===== config.mk =====
export PLATFORM = sky130hd
export DESIGN_NAME = uart_tx_arbiter
export DESIGN_NICKNAME = d
export VERILOG_FILES = /design/src/rtl/uart_arb_pkg.sv /design/src/rtl/uart_rr_pick.sv /design/src/rtl/uart_tx_arbiter.sv
export SDC_FILE = /design/constraint.sdc
export NUM_CORES = 1
export LEC_CHECK = 0
export CAP_MARGIN = 20
export CORE_MARGIN = 1
export CORE_UTILIZATION = 38
export CTS_BUF_LIST = sky130_fd_sc_hd__clkbuf_4 sky130_fd_sc_hd__clkbuf_8
export CTS_CLUSTER_DIAMETER = 80
export DETAILED_ROUTE_END_ITERATION = 10
export GPL_ROUTABILITY_DRIVEN = 0
export GPL_TIMING_DRIVEN = 0
export PLACE_DENSITY_LB_ADDON = 0.08
export SYNTH_ARGS = -nofsm -noshare
export SYNTH_HDL_FRONTEND = slang
export SYNTH_SLANG_ARGS = --single-unit

===== constraint.sdc =====
create_clock -name i_clk -period 2.5 [get_ports i_clk]
set_clock_uncertainty 0.1 [all_clocks]
set_input_delay 0.25 -clock i_clk [delete_from_list [all_inputs] [get_ports i_clk]]
set_output_delay 0.25 -clock i_clk [all_outputs]
set_load 0.05 [all_outputs]

===== src/rtl/uart_arb_pkg.sv =====
// Shared definitions for the uart_tx arbiter slice.
//
// Contents:
//   arb_state_e      - arbiter FSM encoding (IDLE / XFER)
//   clog2()          - ceiling log2 usable in constant expressions
//   ptr_width()      - width of a requester index / round-robin pointer
//   burst_cnt_width()- width of the per-grant burst counter
//   stall_cnt_width()- width of the stall counter (UART_ARB_TIMEOUT_EN builds)
//   DEF_*            - default parameter values for the arbiter top
package uart_arb_pkg;

  typedef enum logic {
    ST_IDLE = 1'b0,
    ST_XFER = 1'b1
  } arb_state_e;

  localparam int DEF_REQ_NUM        = 4;
  localparam int DEF_DATA_WIDTH     = 8;
  localparam int DEF_MAX_BURST      = 16;
  localparam int DEF_TIMEOUT_CYCLES = 1_000_000;

  function automatic int clog2(input int value);
    int w;
    w = 0;
    while ((longint'(1) << w) < longint'(value)) w++;
    return w;
  endfunction

  // Index width for n requesters, never narrower than one bit.
  function automatic int ptr_width(input int n);
    int w;
    w = clog2(n);
    return (w < 1) ? 1 : w;
  endfunction

  // A counter that must hold values 0..max_burst.
  function automatic int burst_cnt_width(input int max_burst);
    int w;
    w = clog2(max_burst + 1);
    return (w < 1) ? 1 : w;
  endfunction

  // A counter that must hold values 0..timeout_cycles.
  function automatic int stall_cnt_width(input int timeout_cycles);
    int w;
    w = clog2(timeout_cycles + 1);
    return (w < 1) ? 1 : w;
  endfunction

endpackage


===== src/rtl/uart_rr_pick.sv =====
// Combinational round-robin picker.
//
// Returns the first asserted request at or above ptr, wrapping modulo P_N.
// Has no state of its own; the owner keeps and advances the pointer.
//
// Ports:
//   req   in  P_N      request vector
//   ptr   in  P_PTR_W  search start index (must be < P_N)
//   grant out P_N      one-hot winner, 0 when no request
//   any   out 1        at least one request asserted
module uart_rr_pick
  import uart_arb_pkg::*;
#(
  parameter int P_N     = DEF_REQ_NUM,
  parameter int P_PTR_W = ptr_width(DEF_REQ_NUM)
) (
  input  logic [P_N-1:0]     req,
  input  logic [P_PTR_W-1:0] ptr,
  output logic [P_N-1:0]     grant,
  output logic               any
);

  localparam logic [P_N-1:0] ONE = P_N'(1);

  logic [2*P_N-1:0] req_dbl;
  logic [2*P_N-1:0] gnt_dbl;
  logic [P_N-1:0]   req_rot;
  logic [P_N-1:0]   gnt_rot;

  // Rotate requests right by ptr so the search start sits at bit 0, isolate
  // the lowest set bit, then rotate the winner back left by ptr. Duplicating
  // the vector turns each rotate into a plain shift.
  always_comb begin
    req_dbl = {req, req} >> ptr;
    req_rot = req_dbl[P_N-1:0];
    gnt_rot = req_rot & (~req_rot + ONE);
    gnt_dbl = {gnt_rot, gnt_rot} << ptr;
    grant   = gnt_dbl[2*P_N-1:P_N];
  end

  assign any = |req;

endmodule


===== src/rtl/uart_tx_arbiter.sv =====
// Round-robin arbiter sharing one uart_tx serializer among P_REQ_NUM
// byte-stream requesters, with packet lock and an optional burst cap.
//
// Handshake: a byte moves on any rising clock edge where valid and ready are
// both high. A source holds data/last stable while valid is high until it
// sees ready; ready may depend combinationally on valid and the grant, but
// valid never depends on ready.
//
// Ports:
//   i_clk        in  1                      system clock
//   i_rst_n      in  1                      asynchronous reset, active low
//   i_req_data   in  P_REQ_NUM*DATA_WIDTH   requester k drives slice k
//   i_req_valid  in  P_REQ_NUM              per-requester byte valid
//   i_req_last   in  P_REQ_NUM              final byte of a packet (with valid)
//   o_req_ready  out P_REQ_NUM              per-requester ready
//   o_tx_data    out DATA_WIDTH             to uart_tx i_user_tx_data
//   o_tx_valid   out 1                      to uart_tx i_user_tx_valid
//   i_tx_ready   in  1                      from uart_tx o_user_tx_ready
//   o_grant      out P_REQ_NUM              one-hot owner, 0 when idle
//   o_busy       out 1                      high while a grant is held
//   o_timeout    out 1                      pulse on a forced (stall) release
//
// Build option: define UART_ARB_TIMEOUT_EN to release a grant whose owner has
// stalled (valid low) for P_TIMEOUT_CYCLES cycles. Without it o_timeout is
// tied low and a stalled owner keeps the grant indefinitely.
module uart_tx_arbiter
  import uart_arb_pkg::*;
#(
  parameter int P_REQ_NUM         = DEF_REQ_NUM,
  parameter int P_UART_DATA_WIDTH = DEF_DATA_WIDTH,
  parameter int P_MAX_BURST       = DEF_MAX_BURST,
  parameter int P_TIMEOUT_CYCLES  = DEF_TIMEOUT_CYCLES
) (
  input  logic                                   i_clk,
  input  logic                                   i_rst_n,
  input  logic [P_REQ_NUM*P_UART_DATA_WIDTH-1:0] i_req_data,
  input  logic [P_REQ_NUM-1:0]                   i_req_valid,
  input  logic [P_REQ_NUM-1:0]                   i_req_last,
  output logic [P_REQ_NUM-1:0]                   o_req_ready,
  output logic [P_UART_DATA_WIDTH-1:0]           o_tx_data,
  output logic                                   o_tx_valid,
  input  logic                                   i_tx_ready,
  output logic [P_REQ_NUM-1:0]                   o_grant,
  output logic                                   o_busy,
  output logic                                   o_timeout
);

  localparam int W       = P_UART_DATA_WIDTH;
  localparam int PTR_W   = ptr_width(P_REQ_NUM);
  localparam int BURST_W = burst_cnt_width(P_MAX_BURST);

  localparam logic [PTR_W-1:0]   PTR_MAX    = PTR_W'(P_REQ_NUM - 1);
  // Count value seen on the beat that fills the burst (count is pre-increment).
  localparam logic [BURST_W-1:0] BURST_LAST =
    BURST_W'((P_MAX_BURST > 0) ? P_MAX_BURST - 1 : 0);

  arb_state_e             state;
  arb_state_e             state_d;
  logic [P_REQ_NUM-1:0]   grant_q;
  logic [PTR_W-1:0]       gidx_q;
  logic [PTR_W-1:0]       ptr_q;
  logic [BURST_W-1:0]     burst_q;

  logic [P_REQ_NUM-1:0]   pick_grant;
  logic                   pick_any;
  logic [PTR_W-1:0]       pick_idx;

  logic                   sel_valid;
  logic                   sel_last;
  logic [W-1:0]           sel_data;
  logic                   beat;
  logic                   last_hit;
  logic                   burst_hit;
  logic                   timeout_hit;
  logic                   release_hit;

  uart_rr_pick #(
    .P_N     (P_REQ_NUM),
    .P_PTR_W (PTR_W)
  ) u_pick (
    .req   (i_req_valid),
    .ptr   (ptr_q),
    .grant (pick_grant),
    .any   (pick_any)
  );

  // Index of the picker's winner, stored alongside the one-hot grant so the
  // pointer can be advanced without re-encoding later.
  always_comb begin
    pick_idx = '0;
    for (int i = 0; i < P_REQ_NUM; i++) begin
      if (pick_grant[i]) pick_idx = PTR_W'(i);
    end
  end

  // Owner's lane, selected with the one-hot grant (all zero when idle).
  always_comb begin
    sel_data = '0;
    for (int i = 0; i < P_REQ_NUM; i++) begin
      if (grant_q[i]) sel_data = sel_data | i_req_data[i*W +: W];
    end
  end

  assign sel_valid = |(i_req_valid & grant_q);
  assign sel_last  = |(i_req_last & grant_q);

  assign beat      = (state == ST_XFER) && sel_valid && i_tx_ready;
  assign last_hit  = beat && sel_last;
  assign burst_hit = (P_MAX_BURST > 0) && beat && (burst_q == BURST_LAST);

  // A last byte that also fills the burst is still a single release.
  assign release_hit = last_hit || burst_hit || timeout_hit;

`ifdef UART_ARB_TIMEOUT_EN
  localparam int STALL_W = stall_cnt_width(P_TIMEOUT_CYCLES);
  // Count value during the stall cycle that reaches the limit.
  localparam logic [STALL_W-1:0] STALL_LAST =
    STALL_W'((P_TIMEOUT_CYCLES > 0) ? P_TIMEOUT_CYCLES - 1 : 0);

  logic [STALL_W-1:0] stall_q;

  // Held at zero while idle so every grant starts from a clean count.
  always_ff @(posedge i_clk or negedge i_rst_n) begin
    if (!i_rst_n) begin
      stall_q <= '0;
    end else if ((state == ST_IDLE) || beat) begin
      stall_q <= '0;
    end else if (!sel_valid) begin
      stall_q <= stall_q + 1'b1;
    end
  end

  assign timeout_hit = (state == ST_XFER) && !sel_valid && (stall_q == STALL_LAST);
  assign o_timeout   = timeout_hit;
`else
  assign timeout_hit = 1'b0;
  assign o_timeout   = 1'b0;
`endif

  // ---------------------------------------------------------------------
  // FSM: state register
  // ---------------------------------------------------------------------
  always_ff @(posedge i_clk or negedge i_rst_n) begin
    if (!i_rst_n) begin
      state <= ST_IDLE;
    end else begin
      state <= state_d;
    end
  end

  // ---------------------------------------------------------------------
  // FSM: next state. IDLE always lasts at least one cycle because the grant
  // is registered on the IDLE->XFER edge.
  // ---------------------------------------------------------------------
  always_comb begin
    state_d = state;
    case (state)
      ST_IDLE: if (pick_any)    state_d = ST_XFER;
      ST_XFER: if (release_hit) state_d = ST_IDLE;
      default:                  state_d = ST_IDLE;
    endcase
  end

  // ---------------------------------------------------------------------
  // FSM: outputs. XFER is a pure combinational pass-through of the owner's
  // lane; nothing is buffered, so uart_tx sees at most one byte in flight.
  // ---------------------------------------------------------------------
  always_comb begin
    o_req_ready = '0;
    o_tx_valid  = 1'b0;
    o_tx_data   = '0;
    if (state == ST_XFER) begin
      o_req_ready = grant_q & {P_REQ_NUM{i_tx_ready}};
      o_tx_valid  = sel_valid;
      o_tx_data   = sel_data;
    end
  end

  assign o_grant = grant_q;
  assign o_busy  = (state == ST_XFER);

  // ---------------------------------------------------------------------
  // Grant, pointer and burst bookkeeping
  // ---------------------------------------------------------------------
  always_ff @(posedge i_clk or negedge i_rst_n) begin
    if (!i_rst_n) begin
      grant_q <= '0;
      gidx_q  <= '0;
      ptr_q   <= '0;
      burst_q <= '0;
    end else begin
      case (state)
        ST_IDLE: begin
          if (pick_any) begin
            grant_q <= pick_grant;
            gidx_q  <= pick_idx;
            burst_q <= '0;
          end
        end
        ST_XFER: begin
          if (release_hit) begin
            grant_q <= '0;
            ptr_q   <= (gidx_q == PTR_MAX) ? '0 : gidx_q + 1'b1;
            burst_q <= '0;
          end else if (beat) begin
            burst_q <= burst_q + 1'b1;
          end
        end
        default: begin
          grant_q <= '0;
        end
      endcase
    end
  end

endmodule

## Word-level counts from Yosys, hierarchy flattened

Cells that the tools add are included.

| storage, ports and cells | value |
|---|---|
| flip-flop bits (word level) | 14 |
| bits of input ports | 43 |
| output and inout bits | 19 |
| word-level logic and storage cells | 57 |

| operators by class | value |
|---|---|
| add/sub/neg operators | 3 |
| equality and inequality tests | 5 |
| shift operators | 2 |
| mux-type cells | 21 |
| bitwise gates (word level) | 9 |
| reduce and logical (&&, ||, !) cells | 12 |

Operator list:

| cell | count |
|---|---|
| 2-to-1 mux 8 bit | 5 |
| OR 8 bit | 3 |
| AND 4 bit | 4 |
| 2-to-1 mux 5 bit | 3 |
| 2-to-1 mux 4 bit | 3 |
| OR reduction 4 bit | 3 |
| one-hot mux 5 bit (2 select lines) | 1 |
| one-hot mux 4 bit (2 select lines) | 1 |
| AND reduction 2 bit | 4 |
| << shifter 8 x 2 -> 8 bit | 1 |
| >> shifter 8 x 2 -> 4 bit | 1 |
| 2-to-1 mux 2 bit | 3 |
| adder 5 x 1 -> 5 bit (second input constant) | 1 |
| equality test 5 x 4 -> 1 bit (second input constant) | 1 |
| adder 4 x 1 -> 4 bit (second input constant) | 1 |
| logical AND 1 bit | 4 |
| 2-to-1 mux 1 bit | 4 |
| inverter 4 bit | 1 |
| != test 3 x 1 -> 1 bit (second input constant) | 1 |
| adder 2 x 1 -> 2 bit (second input constant) | 1 |
| equality test 2 bit (second input constant) | 1 |
| != test 2 x 1 -> 1 bit (second input constant) | 1 |
| != test 2 bit (second input constant) | 1 |
| one-hot mux 1 bit (2 select lines) | 1 |
| other kinds (2) | 2 |

## Longest topological paths before layout

| depth | value |
|---|---|
| depth in word-level cells | 8 |
| mapped depth | 8 |
| gate-level depth less buffers | 8 |

## Cells and area by module

Synthesis repeated with hierarchy kept, for this count alone.

| second synthesis, totals | value |
|---|---|
| cells, all modules | 126 |
| area total of the unflattened synthesis | 1092.3 um2 |

By module, submodules not included:

| module | instances | cells an instance | area an instance (um2) | seq. area each (um2) |
|---|---|---|---|---|
| uart_tx_arbiter | 1 | 107 | 974.7 | 350.3 |
| uart_rr_pick | 1 | 19 | 117.6 | 0.0 |

## Worst setup path before layout

OpenSTA, ideal clock, no wires.

| path | value |
|---|---|
| kind | register -> output |
| from | register grant_q[0], in the netlist o_grant[0] |
| to | output port o_tx_data[0] |
| arrival time | 1880 ps |
| data required time | 2150 ps |
| slack | 270 ps |
| cell stages (with the launch flop) | 4 |
| path buffers | 1 |
| path through | dfrtp_1 > clkbuf_1 > a22oi_1 > a21oi_1 |

| between the ends | value |
|---|---|
| word-level cells in the longest chain between the ends | 8 |

Ends and longest elaborated chain:

| item | line | RTL |
|---|---|---|
| from (decl) | uart_tx_arbiter.sv:59 | `logic [P_REQ_NUM-1:0] grant_q;` |
| from (signal assigned) | uart_tx_arbiter.sv:195 | `grant_q <= pick_grant;` |
| 2-to-1 mux 8 bit * | uart_tx_arbiter.sv:100 | `if (grant_q[i]) sel_data = sel_data \| i_req_data[i*W +: W];` |
| OR 8 bit | uart_tx_arbiter.sv:100 |  |
| 2-to-1 mux 8 bit * | uart_tx_arbiter.sv:100 |  |
| OR 8 bit | uart_tx_arbiter.sv:100 |  |
| 2-to-1 mux 8 bit * | uart_tx_arbiter.sv:100 |  |
| OR 8 bit | uart_tx_arbiter.sv:100 |  |
| 2-to-1 mux 8 bit * | uart_tx_arbiter.sv:100 |  |
| 2-to-1 mux 8 bit * | uart_tx_arbiter.sv:172 | `if (state == ST_XFER) begin` |
| to (decl) | uart_tx_arbiter.sv:40 | `output logic [P_UART_DATA_WIDTH-1:0] o_tx_data,` |

Every way passes the cells marked *; elsewhere a longest branch is shown, timed or not.

## Worst setup path after layout

| path | value |
|---|---|
| from | register grant_q[3], in the netlist o_grant[3] |
| to | output port o_req_ready[3] |

| between the ends | value |
|---|---|
| word-level cells in the longest chain between the ends | 2 |

Ends and longest elaborated chain:

| item | line | RTL |
|---|---|---|
| AND 4 bit | uart_tx_arbiter.sv:173 | `o_req_ready = grant_q & {P_REQ_NUM{i_tx_ready}};` |
| 2-to-1 mux 4 bit | uart_tx_arbiter.sv:172 |  |
| to (decl) | uart_tx_arbiter.sv:39 | `output logic [P_REQ_NUM-1:0] o_req_ready,` |

Every way passes these cells.

==> impl_metrics.yaml <==
cells_and_area:
  syn2layout_area_growth_pct: 65.5
  layout_common_cells: "clkdlybuf4s50_1, a22oi_1, a21oi_1"
  fin_util_pct: 66.6
  layout.nets: 227
  final_common_cell: "clkdlybuf4s50_1"
  drive_above_1_share_pct: 7.26
  antenna_cells: 0
  fill_cells: 226
grt:
  grt_overflow_total: 0
  track_usage_pct: 23.5
  grt_max_degree: 15
  grt_pass1_wl_um: 4810
  grt_pass1_vias: 1045
  antenna_found_initial: 0
routing:
  route.detailed.drc: 0
  num_vias: 1166
  dr.first_iter.drc_count: 38
  drt-vias-per-instance: 5.58
  routedWlPerCell_um: 15.3
  drt-total-wl_um: 3190
  ant_nets: 0
  first_pass_iters: 4
timing:
  min_period_over_period_pct: 92.1
  maxSlewViolCount: 0
  final_hold_viol_count: 0
  worstMarginPinSlew_ps: 644
  setup_viol: 0
  fmax_mhz: 434
  setup_tns_ps: 0
  min_period_ps: 2300
  rsz0062_at_grt: "false"
  relSlewSlack_pct: 56.9
logic_synthesis:
  synth_edf_count: 0
  synth_nets: 163
  synthesis.area_sq_um: 997
  seq_area_frac_synth_pct: 35.1
  synth_seq_cells: 14
  syn_area_per_cell_sq_um: 8.52
  postSynthCellCount: 117
  async_flop_share_pct: 100
  ys.flop_type: "dfrtp_1"
  synth_cell_type_count: 35
  yosys_warnings: 0
clock_tree:
  clock_latency_ps: 280
  cts-buffers-inserted: 3
  cts_max_level: 1
  cts_buffer_depth: 2
  cts_tree: "built"
  post-cts-setup-buffer-count: 0
  cts_num_sinks: 14
  ctsHoldBuffers: 0
  root_buffer: "clkbuf_4"
  clk_pin_slew_ps: 80
setup_path:
  cp_num_buf_inv: 2
  slowest_delay_ps: 800
  cp_top_family: "buffers and inverters"
  r2r_start: "burst_q[0]"
  cp-end-kind: "primary output"
  cpMaxStageDelayCell: "clkdlybuf4s50_1"
  path_cells: "clkbuf_2 > and3_1 > clkdlybuf4s50_1"
  cp-start-kind: "flip-flop"
  required_ps: 2150
  crit_path_start: "o_grant[3]"
  cp_max_fo: 10
  worst-setup-path-type: "flip-flop to primary output"
  cp.arrival_ps: 1950
hold_path:
  hold_class: "primary input to async pin"
power_and_ir_drop:
  powerDensity_mw_per_mm2: 1170
  peakVddDrop_mv: 0.859
  p_leak_nw: 0.717
floorplanning:
  die_y_um: 53.2
  rows: 18
  core_sq_mm: 0.00248
  initial_utilization_pct: 40.3
  io_pins: 62
  die_x_um: 53.2
  dieArea_sq_mm: 0.00283
place:
  io_buffers: 60
  hpwl_um: 2480
run:
  maxCapViolations: 0
run_status:
  status: "completed"
-- worst reg2reg max path, cell delays in order (launching register included) --
cell and delay (ps):
dfrtp_1 410, ha_1 230, and3_1 190, ha_1 190, a21oi_1 100, and2_1 240, nand2b_1 230, mux2_2 350
-- per-stage QoR --
stage	setup slack, ps	power (mW)	hold slack (ps)	instance area (sq um)	instances
6_report	197	1.92	263	1650	209
5_1_grt	118	2.04	303	1650	209
3_3_place_gp	35.0	1.84	377	1640	207
2_1_floorplan	270	1.39	-146	997	117
4_1_cts	11.2	1.93	273	1650	210
3_5_place_dp	30.9	1.87	382	1640	207
-- worst paths after layout --
check                      cells past startpoint             end  slack, ps
setup / recovery                               3  o_req_ready[3]        200
min in group i_clk                             1        ptr_q[0]        410
max in group asynchronous                      1      o_grant[0]       1630
hold reg to reg                                1        ptr_q[0]        410
setup reg to reg                               7        ptr_q[1]        350
hold / removal                                 1      burst_q[3]        260
-- logic make-up (layout without fill, tap and decap cells) --
group	Yosys count	after routing	share of synthesized area (%)
fa+ha+maj	3	3	3.76
compound gates	56	56	39.0
flops	14	14	35.1
mux	1	1	1.13
buf+inv	13	75	5.27
other cells	1	1	0.376
simple gates	29	29	15.3
-- cell type report --
cell class              count  area [sq um]  area share (%)
multi-input cells          90           594            36.0
flip-flops and latches     14           350            21.2
clock buffers               3          22.5            1.36
inverters                   6          22.5            1.36
well taps                  30          37.5            2.27
repair buffers             60           593            35.9
plain buffers               6          30.0            1.82
-- sequential cells by signal, summed over array words and instances (netlist names) --
| name | flops |
|---|---|
| o_busy | 1 |
| gidx_q | 2 |
| ptr_q | 2 |
| burst_q | 5 |
| o_grant | 4 |
-- Yosys cell counts, types with 2 or more instances --
cell type / instances / area share, %
a22oi_1: 18 / 14
a21oi_1: 15 / 7.5
o22ai_1: 3 / 1.9
o21ai_0: 5 / 2.5
and3_1: 6 / 3.8
and2_1: 2 / 1.3
o21ai_1: 2 / 1.0
nand2_1: 7 / 2.6
clkbuf_1: 6 / 2.3
nor2_1: 6 / 2.3
ha_1: 3 / 3.8
dfrtp_1: 14 / 35
inv_1: 6 / 2.3
a32o_1: 3 / 3.0
-- report_power, final --
group          total (mW)  switching, mW  internal, mW
clock               0.128         0.0725        0.0559
sequential          0.418          0.105         0.313
combinational        1.38          0.895         0.483
total                1.92           1.07         0.852
-- metal layers --
metal	routed length, um	global-route usage (%)
met1	1360	30.8
met2	1660	39.4
met3	152	5.46
met4	21	3.95
met5	0	0
-- repair_timing --
action                                  4_1_cts  5_1_grt
endpoints found under the setup margin        8        5
pin swaps                                     0        0
cloned                                        0        0
gates resized for setup                       8        7
(Power assumes the default switching activity.)
